[config.mk]
export PLATFORM = sky130hd
export DESIGN_NAME = fifo_stream_adapter
export DESIGN_NICKNAME = d
export VERILOG_FILES = /design/src/rtl/fifo_stream_adapter_pkg.sv /design/src/rtl/skid_buf2.sv /design/src/rtl/fifo_stream_adapter.sv
export SDC_FILE = /design/constraint.sdc
export NUM_CORES = 1
export LEC_CHECK = 0
export ABC_CLOCK_PERIOD_IN_PS = 9320
export CAP_MARGIN = 20
export CORE_UTILIZATION = 52
export CTS_CLUSTER_SIZE = 24
export DETAILED_ROUTE_END_ITERATION = 12
export PLACE_DENSITY = 0.84
export SYNTH_ARGS = -nofsm -noshare
export SYNTH_HDL_FRONTEND = slang
export SYNTH_SLANG_ARGS = --single-unit
[constraint.sdc]
create_clock -name clk -period 9.32 [get_ports clk]
set_input_delay 2.33 -clock clk [delete_from_list [all_inputs] [get_ports clk]]
set_output_delay 2.33 -clock clk [all_outputs]
set_load 0.1 [all_outputs]
[src/rtl/fifo_stream_adapter_pkg.sv]
// fifo_stream_adapter_pkg
// Shared constants and helpers for the FIFO-to-stream adapter.
//   DATA_WIDTH_DEF : default data word width
//   BUF_DEPTH      : depth of the ordered output buffer (2)
//   OCC_WIDTH      : width of the occupancy count (holds 0..2)
package fifo_stream_adapter_pkg;

  localparam int DATA_WIDTH_DEF = 16;
  localparam int BUF_DEPTH      = 2;
  localparam int OCC_WIDTH      = 2;

  typedef logic [OCC_WIDTH-1:0] occ_t;

  // True when one more read can be issued without the buffer ever holding
  // more than BUF_DEPTH words: words already held plus the word in flight,
  // minus the word leaving this cycle, must stay below the depth.
  function automatic logic can_issue(input occ_t occ, input logic inflight,
                                     input logic pop);
    logic [OCC_WIDTH:0] committed;
    committed = {1'b0, occ} + {{OCC_WIDTH{1'b0}}, inflight}
              - {{OCC_WIDTH{1'b0}}, pop};
    return committed < (OCC_WIDTH+1)'(BUF_DEPTH);
  endfunction

endpackage

[src/rtl/skid_buf2.sv]
// skid_buf2
// Two-entry ordered buffer. entry0 is always the oldest word and drives head.
// Ports:
//   clk   : clock, rising edge
//   rst   : synchronous active-high reset (count and entries to 0)
//   clear : synchronous discard of all held words (entries keep stale data)
//   push  : write din at the tail this cycle
//   pop   : remove the head word this cycle
//   din   : tail write data
//   head  : oldest held word
//   count : number of held words (0..2)
// The caller guarantees no push when full and no pop when empty.
module skid_buf2
  import fifo_stream_adapter_pkg::*;
#(
  parameter int DATA_WIDTH = DATA_WIDTH_DEF
) (
  input  logic                  clk,
  input  logic                  rst,
  input  logic                  clear,
  input  logic                  push,
  input  logic                  pop,
  input  logic [DATA_WIDTH-1:0] din,
  output logic [DATA_WIDTH-1:0] head,
  output occ_t                  count
);

  logic [DATA_WIDTH-1:0] entry0;
  logic [DATA_WIDTH-1:0] entry1;

  always_ff @(posedge clk) begin
    if (rst) begin
      count  <= '0;
      entry0 <= '0;
      entry1 <= '0;
    end else if (clear) begin
      count <= '0;
    end else begin
      unique case ({push, pop})
        2'b10: begin
          if (count == '0) entry0 <= din;
          else             entry1 <= din;
          count <= count + 1'b1;
        end
        2'b01: begin
          entry0 <= entry1;
          count  <= count - 1'b1;
        end
        2'b11: begin
          // Count unchanged; new word lands behind whatever remains.
          if (count == OCC_WIDTH'(1)) begin
            entry0 <= din;
          end else begin
            entry0 <= entry1;
            entry1 <= din;
          end
        end
        default: ;
      endcase
    end
  end

  assign head = entry0;

endmodule

[src/rtl/fifo_stream_adapter.sv]
// fifo_stream_adapter
// Turns an upstream FIFO with registered read data (data one cycle after the
// read strobe) into a valid/ready stream, buffering up to two words.
// Ports:
//   clk        : clock, rising edge
//   rst        : synchronous active-high reset
//   fifo_empty : upstream FIFO empty flag
//   fifo_data  : upstream read data, valid the cycle after an accepted read
//   fifo_r_en  : upstream read strobe
//   m_valid    : stream data valid
//   m_data     : stream data (oldest buffered word)
//   m_ready    : downstream ready
//   flush      : discard buffered and in-flight words
//   occupancy  : words held in the buffer (0..2)
//   xfer_count : completed stream transfers, wraps, not cleared by flush
//
// Handshake: a transfer happens on every cycle with m_valid & m_ready. While
// m_valid is high and m_ready low, m_valid and m_data hold. m_valid never
// depends on m_ready; fifo_r_en does (a pop frees a slot in the same cycle).
module fifo_stream_adapter
  import fifo_stream_adapter_pkg::*;
#(
  parameter int DATA_WIDTH = DATA_WIDTH_DEF,
  parameter int CNT_WIDTH  = 16
) (
  input  logic                  clk,
  input  logic                  rst,
  input  logic                  fifo_empty,
  input  logic [DATA_WIDTH-1:0] fifo_data,
  output logic                  fifo_r_en,
  output logic                  m_valid,
  output logic [DATA_WIDTH-1:0] m_data,
  input  logic                  m_ready,
  input  logic                  flush,
  output occ_t                  occupancy,
  output logic [CNT_WIDTH-1:0]  xfer_count
);

  logic inflight;
  logic pop;
  logic push;
  occ_t count;

  assign m_valid   = ~rst & (count != '0);
  assign pop       = m_valid & m_ready;
  // A word arriving in a flush cycle is dropped rather than buffered.
  assign push      = inflight & ~flush;
  assign fifo_r_en = ~rst & ~flush & ~fifo_empty & can_issue(count, inflight, pop);

  always_ff @(posedge clk) begin
    if (rst || flush) inflight <= 1'b0;
    else              inflight <= fifo_r_en & ~fifo_empty;
  end

  // A pop in a flush cycle was seen by the consumer, so it still counts.
  always_ff @(posedge clk) begin
    if (rst)      xfer_count <= '0;
    else if (pop) xfer_count <= xfer_count + 1'b1;
  end

  skid_buf2 #(
    .DATA_WIDTH(DATA_WIDTH)
  ) u_buf (
    .clk  (clk),
    .rst  (rst),
    .clear(flush),
    .push (push),
    .pop  (pop),
    .din  (fifo_data),
    .head (m_data),
    .count(count)
  );

  assign occupancy = count;

endmodule

==> metrics.md, run 1 <==
| Metric | Value |
|---|---|
| Clock-pin transition on the worst setup and hold timing paths | about 0.090 ns |
| Final WL | 5066 um |
| Tot Pwr | 0.4005 mW |
| Final Hold Fails | 0 |
| H-tree level count | 2 |
| R2r worst-path depth | 9 |
| CTS buffer count | 5 |
| Slew Viols, Final | 0 |
| VDD IR max | 92.73 uV |
| Syn-to-layout area delta | 29.17% |
| Clk root buf | clkbuf_8 |
| Synthesized instance count | 240 |
| Power Density | between 100 and 150 nW/um2 |
| Setup Skew | 0.004353 ns |
| Post_cts resized | 0 |
| CP arrival | a little over 5 ns |
| Starting Density | 54.86% |
| Critical path fanouts, max | 54 |
| Antenna-violating nets left | 0 |
| Crit. End Element | output port |
| I/O Buffers | 56 |
| Chip Width | 67.43 um |
| Fin util | a little under three quarters |
| LEAKAGE | between 1 and 1.5 nW |
| Diode count | 0 |
| Critical Path RT | ~7 ns |
| Initial antenna violation count | 0 |
| Global route overflow | 0 |
| Place WS | between 1.5 and 2 ns |
| Post-synth EDFFs | 0 |
| RSZ-0062 raised after global routing | false |
| Fmax achieved | 134.5 MHz |
| Clock buffer depth | 2 |
| # fillers | about 330 |
| Top cell type's share of synthesized area | between 40% and 50% |
| Top cells by count, synth | dfxtp_1, nor2_1, nor3_1 |
| Pre-Repair DR Iteration Count | 4 |
| Adder-cell share of the synthesized area | between 5 and 6% |
| Worst R2R Setup Slack | 6.05 ns |
| Drt wl/cell | 14.77 um |
| Vias in the first global route | 1,833 |
| Max-slew headroom | 30.42% |
| Max Cap Violations | 0 |
| Worst Slack Setup Final | roughly 1.9 ns |
| CTS Sinks | 51 |
| FF-to-FF Start | u_buf.count[1] |
| Asr flop ratio synth | 0% |
| #FFs+latches synth | 51 |
| Register area | between 1000 and 1500 um2 |
| First-pass GRT wire length | 8204 um |
| Cell row count | 23 |
| # DRC | 0 |
| Postcts setup bufs | 0 |
| Syn avg cell area | 9.275 um2 |
| Combinational family with the most area after synthesis | simple AND/OR/NAND/NOR gates |
| Critical path launch point type | input pin |
| Hold Path Class | flip-flop to flip-flop |
| Worst-Skew Late Latency | 0.30 ns |
| Synth Area in XOR/XNOR | 4.328% |
| Final-report setup violation count | 0 |
| Tcrit/Tclk final | approximately four fifths |
| Compound-Gate Fraction of Synth Area | 11.41% |
| Final layout net count | 322 |
| Worst Min Path Start | xfer_count[15] |
| Synth area leader | dfxtp_1 |
| Outcome | complete, no violations |
| TritonCTS clock tree | yes |
| Syn nets | 270 |
| Worst Hold Depth | 1 |
| DP HPWL | 3350 um |
| Share of cells above drive strength 1 | 4.096% |
| Io pins | 57 |
| Die Height | 67.43 um |
| Hold path endpoint | xfer_count[15] |
| Post-CTS Hold Fix Bufs | 0 |
| Drt initial violations | between 100 and 150 |
| Top_reg_cell synth | dfxtp_1 |
| Vias per cell | 5.749 |
| Sequential area share after synthesis | 45.87% |
| Synth top area cells | dfxtp_1, nor2_1, mux2i_1, a221oi_1, ha_1 |
| Mux share of post-synthesis cell area | 7.195% |
| Die area | approximately 4500 um2 |
| YS warnings | 0 |
| Routed vias | 1,972 |
| Placeable core region | 4058 um2 |
| Crit Path Category | input pin to output port |
| Synth cell types | 35 |
| Worst-Margin Slew | 1.041 ns |
| Hold Slack | ~0.49 ns |
| Setup TNS | 0 ns |
| Post-Synth Simple-Gate Area | ~22% |
| Mapped Area | 2226 um2 |
| Footprint of the multi-input gates | 1124 um2 |
| Reg-to-Reg End | u_buf.entry1[4] |
| Tot GR Track Use | 24.11% |
| Minimum clock period | 7.437 ns |
| Largest net degree at the start of global routing | 55 |
| Most frequent cell after synthesis | dfxtp_1 |
| GPL Wtd Cong | 0.7968 |
[sequential cells by signal, indices dropped and copies added, names as in the netlist]
| signal | count |
|---|---|
| xfer_count | 16 |
| u_buf.head | 16 |
| u_buf.entry1 | 16 |
| inflight | 1 |
| u_buf.count | 2 |
[report_power, final]
| part | leakage, nW | switching, mW | total, mW | internal, mW |
|---|---|---|---|---|
| sequential | 0.412 | 0.00233 | 0.224 | 0.222 |
| clock | 0.0412 | 0.0725 | 0.125 | 0.0526 |
| combinational | 0.655 | 0.0337 | 0.0513 | 0.0175 |
| total | 1.11 | 0.109 | 0.401 | 0.292 |
[worst max-delay path, stage by stage]
cell      delay [ns]
buf_2           0.40
nor3b_4         0.72
ha_1            0.35
nand2b_1        0.15
fa_1            0.48
nand2b_1        0.07
nor4_1          0.25
buf_4           0.35
[area by class of cell]
type	instances	area share, %
clock buffers	6	2.524
repair buffers	57	19.50
multi-input cells	171	39.08
clock inverters	2	0.4352
flip-flops and latches	51	35.51
inverters	6	0.7833
well taps	50	2.176
[stage by stage]
step	area (um2)	std cells
2_1_floorplan	2226	240
3_3_place_gp	2783	334
3_5_place_dp	2783	334
4_1_cts	2868	342
5_1_grt	2875	343
6_report	2875	343
[kinds of logic after synthesis]
family | Yosys count
AND/OR/NAND/NOR | 100
flip-flops | 51
AO/OA/AOI/OAI | 35
buffers and inverters | 18
multiplexers | 16
XOR/XNOR | 11
adder cells (fa/ha/maj) | 9
[placed cells by master, fill, tap and decap left out, drive strengths merged, types with 2 or more instances in the layout]
cell type      synthesis  routed
nand3                  6       6
a221oi                16      16
nor3                  19      19
nand4                  7       7
dfxtp                 51      51
clkdlybuf4s50          0      54
clkbuf                 4       6
buf                    8       3
o21a                   2       2
xor2                   6       6
or3                    5       5
nor2                  43      43
mux2i                 16      16
nand2b                 3       3
a21oi                  6       6
inv                    6       6
nand2                  8       8
and3                   2       2
o21ai                  7       7
nor4                   2       2
xnor2                  5       5
ha                     8       8
[layer usage]
| metal | routed length [um] | GRT usage, % | share of wire (%) | vias to the layer above |
|---|---|---|---|---|
| li1 | - | - | - | 971 |
| met1 | 2322 | 29.94 | 46 | 939 |
| met2 | 2433 | 41.13 | 48 | 54 |
| met3 | 246 | 5.068 | 4.9 | 8 |
| met5 | 0 | 0 | 0 | - |
| met4 | 64 | 8.245 | 1.3 | 0 |
[worst max-delay path by stage]
stage               startpoint         to  slack, ns  cells past startpoint
floorplan                  rst  fifo_r_en       0.24                      8
global placement           rst  fifo_r_en       1.93                      8
detailed placement         rst  fifo_r_en       1.91                      8
CTS                        rst  fifo_r_en       1.90                      8
global route               rst  fifo_r_en       1.66                      8
finish                     rst  fifo_r_en       1.88                      8
Power figures use the tool's default switching activity.
==> run 2, diff against run 1 <==
ABC_CLOCK_PERIOD_IN_PS = 7000   (was 9320)
CORE_UTILIZATION = 48   (was 52)
PLACE_DENSITY = 0.79   (was 0.84)
clock period = 7 ns   (was 9.32 ns; I/O delays follow)
==> metrics.md, run 2 (synthesized netlist as in run 1, its figures left out) <==
| Metric | Value |
|---|---|
| I/O Buffers | 56 (unchanged) |
| Share of cells above drive strength 1 | 5.424% (+1.3 points) |
| Hold Slack | 0.4789 ns (-0.008463 ns) |
| Clock-pin transition on the worst setup and hold timing paths | 0.09 ns (about the same) |
| Worst Min Path Start | xfer_count[15] |
| Crit Path Category | input pin to output port |
| Place WS | 1.069 ns (-0.8442 ns) |
| Final layout net count | 324 (+0.62%) |
| Io pins | 57 (unchanged) |
| TritonCTS clock tree | yes |
| CTS buffer count | 5 (unchanged) |
| Drt initial violations | 136 (-6.8%) |
| Outcome | complete, no violations |
| VDD IR max | 110.5 uV (+19%) |
| Postcts setup bufs | 0 (unchanged) |
| Most frequent cells in the layout | clkdlybuf4s50_1, dfxtp_1, nor2_1 |
| Final-report setup violation count | 0 (unchanged) |
| Vias per cell | 5.559 (-3.3%) |
| Most common cell after layout, fill and taps aside | clkdlybuf4s50_1 |
| Worst-Margin Slew | 1.075 ns (+0.03401 ns) |
| Critical Path Start | m_ready |
| Clock buffer depth | 2 (unchanged) |
| R2r worst-path depth | 10 (+1) |
| Slew Viols, Final | 0 (unchanged) |
| Placeable core region | 4414 um2 (+8.8%) |
| Final Hold Fails | 0 (unchanged) |
| GPL Wtd Cong | 0.7628 (-4.3%) |
| FF-to-FF Start | u_buf.count[1] |
| Worst Slack Setup Final | 1.079 ns (-0.8043 ns) |
| Largest net degree at the start of global routing | 54 (-1.8%) |
| Fmax achieved | 168.9 MHz |
| Minimum clock period | 5.921 ns |
| Tot GR Track Use | 20.07% (-4.0 points) |
| Hold path endpoint | xfer_count[15] |
| Hold Path Class | flip-flop to flip-flop |
| Pre-Repair DR Iteration Count | 4 (unchanged) |
| Diode count | 0 (unchanged) |
| CP arrival | 4.17 ns (-0.94 ns) |
| Critical Path RT | 5.25 ns (-1.74 ns) |
| LEAKAGE | 1.140 nW (+2.8%) |
| # DRC | 0 (unchanged) |
| Die Height | 70.10 um (+4.0%) |
| H-tree level count | 2 (unchanged) |
| Post-CTS Hold Fix Bufs | 0 (unchanged) |
| Global route overflow | 0 (unchanged) |
| Initial antenna violation count | 0 (unchanged) |
| Post_cts resized | 0 (unchanged) |
| Setup Skew | 0.005581 ns (+0.001228 ns) |
| Critical path launch point type | input pin |
| Starting Density | 50.43% (-4.4 points) |
| Routed vias | 1,929 (-2.2%) |
| First-pass GRT wire length | 8031 um (-2.1%) |
| Cell row count | 24 (+4.3%) |
| Chip Width | 70.10 um (+4.0%) |
| RSZ-0062 raised after global routing | false |
| Final WL | 4840 um (-4.5%) |
| Drt wl/cell | 13.95 um (-5.6%) |
| Worst R2R Setup Slack | 4.03 ns (-2.02 ns) |
| Vias in the first global route | 1,732 (-5.5%) |
| DP HPWL | 3160 um (-5.7%) |
| Antenna-violating nets left | 0 (unchanged) |
| Tcrit/Tclk final | 84.58% |
| Die area | 4913 um2 (+8.1%) |
| Reg-to-Reg End | u_buf.entry1[3] |
| Setup TNS | 0 ns (unchanged) |
| Power Density | 196.6 nW/um2 (+41%) |
| Worst Hold Depth | 1 (unchanged) |
| Max-slew headroom | 28.15% (-2.3 points) |
| Critical path fanouts, max | 17 (-69%) |
| Crit. End Element | output port |
| Syn-to-layout area delta | 32.21% |
| Worst-Skew Late Latency | 0.30 ns (about the same) |
| Clk root buf | clkbuf_8 |
| CTS Sinks | 51 (unchanged) |
| Max Cap Violations | 0 (unchanged) |
-- run 2: through the flow --
stage	utilization [%]	cells	total power, mW	area, um2
global route	66.67	347	0.5999	2943
global placement	63.86	338	0.3736	2819
detailed placement	63.86	338	0.3744	2819
floorplan	-	240	0.3502	2232
CTS	66.50	346	0.5827	2935
finish	66.67	347	0.5786	2943
-- run 2: how the worst max path moves through the flow --
stage	to	slack [ns]	depth (start not counted)
2_1_floorplan	fifo_r_en	0.23	8
3_3_place_gp	fifo_r_en	1.13	9
3_5_place_dp	fifo_r_en	1.07	9
4_1_cts	fifo_r_en	1.07	9
5_1_grt	fifo_r_en	0.95	9
6_report	fifo_r_en	1.08	9
-- run 2: where the power goes --
group / switching, mW / internal (mW)
clock network: 0.102 / 0.108
registers: 0.00302 / 0.295
logic: 0.0450 / 0.0246
-- run 2: metal layers --
layer | vias up | GRT usage (%) | wire length (um)
li1 | 968 | - | -
met1 | 903 | 27.21 | 2295
met2 | 53 | 31.84 | 2237
met3 | 5 | 5.483 | 269
met4 | 0 | 4.667 | 38
met5 | - | 0 | 0
-- run 2: area by class of cell --
cell class,count,area (um2)
tap,52,65.06
timing repair buffer,59,588.1
clock inverter,3,47.55
multi-input combinational,171,1130
inverter,6,22.52
clock buffer,5,68.82
sequential,51,1021
fill,377,1471
-- run 2: critical path: stages --
cell             delay (ns)
clkdlybuf4s50_1        0.49
nor3b_4                0.17
buf_4                  0.24
ha_1                   0.26
nand2b_1               0.15
fa_1                   0.48
nand2b_1               0.08
nor4_2                 0.31
buf_12                 0.22
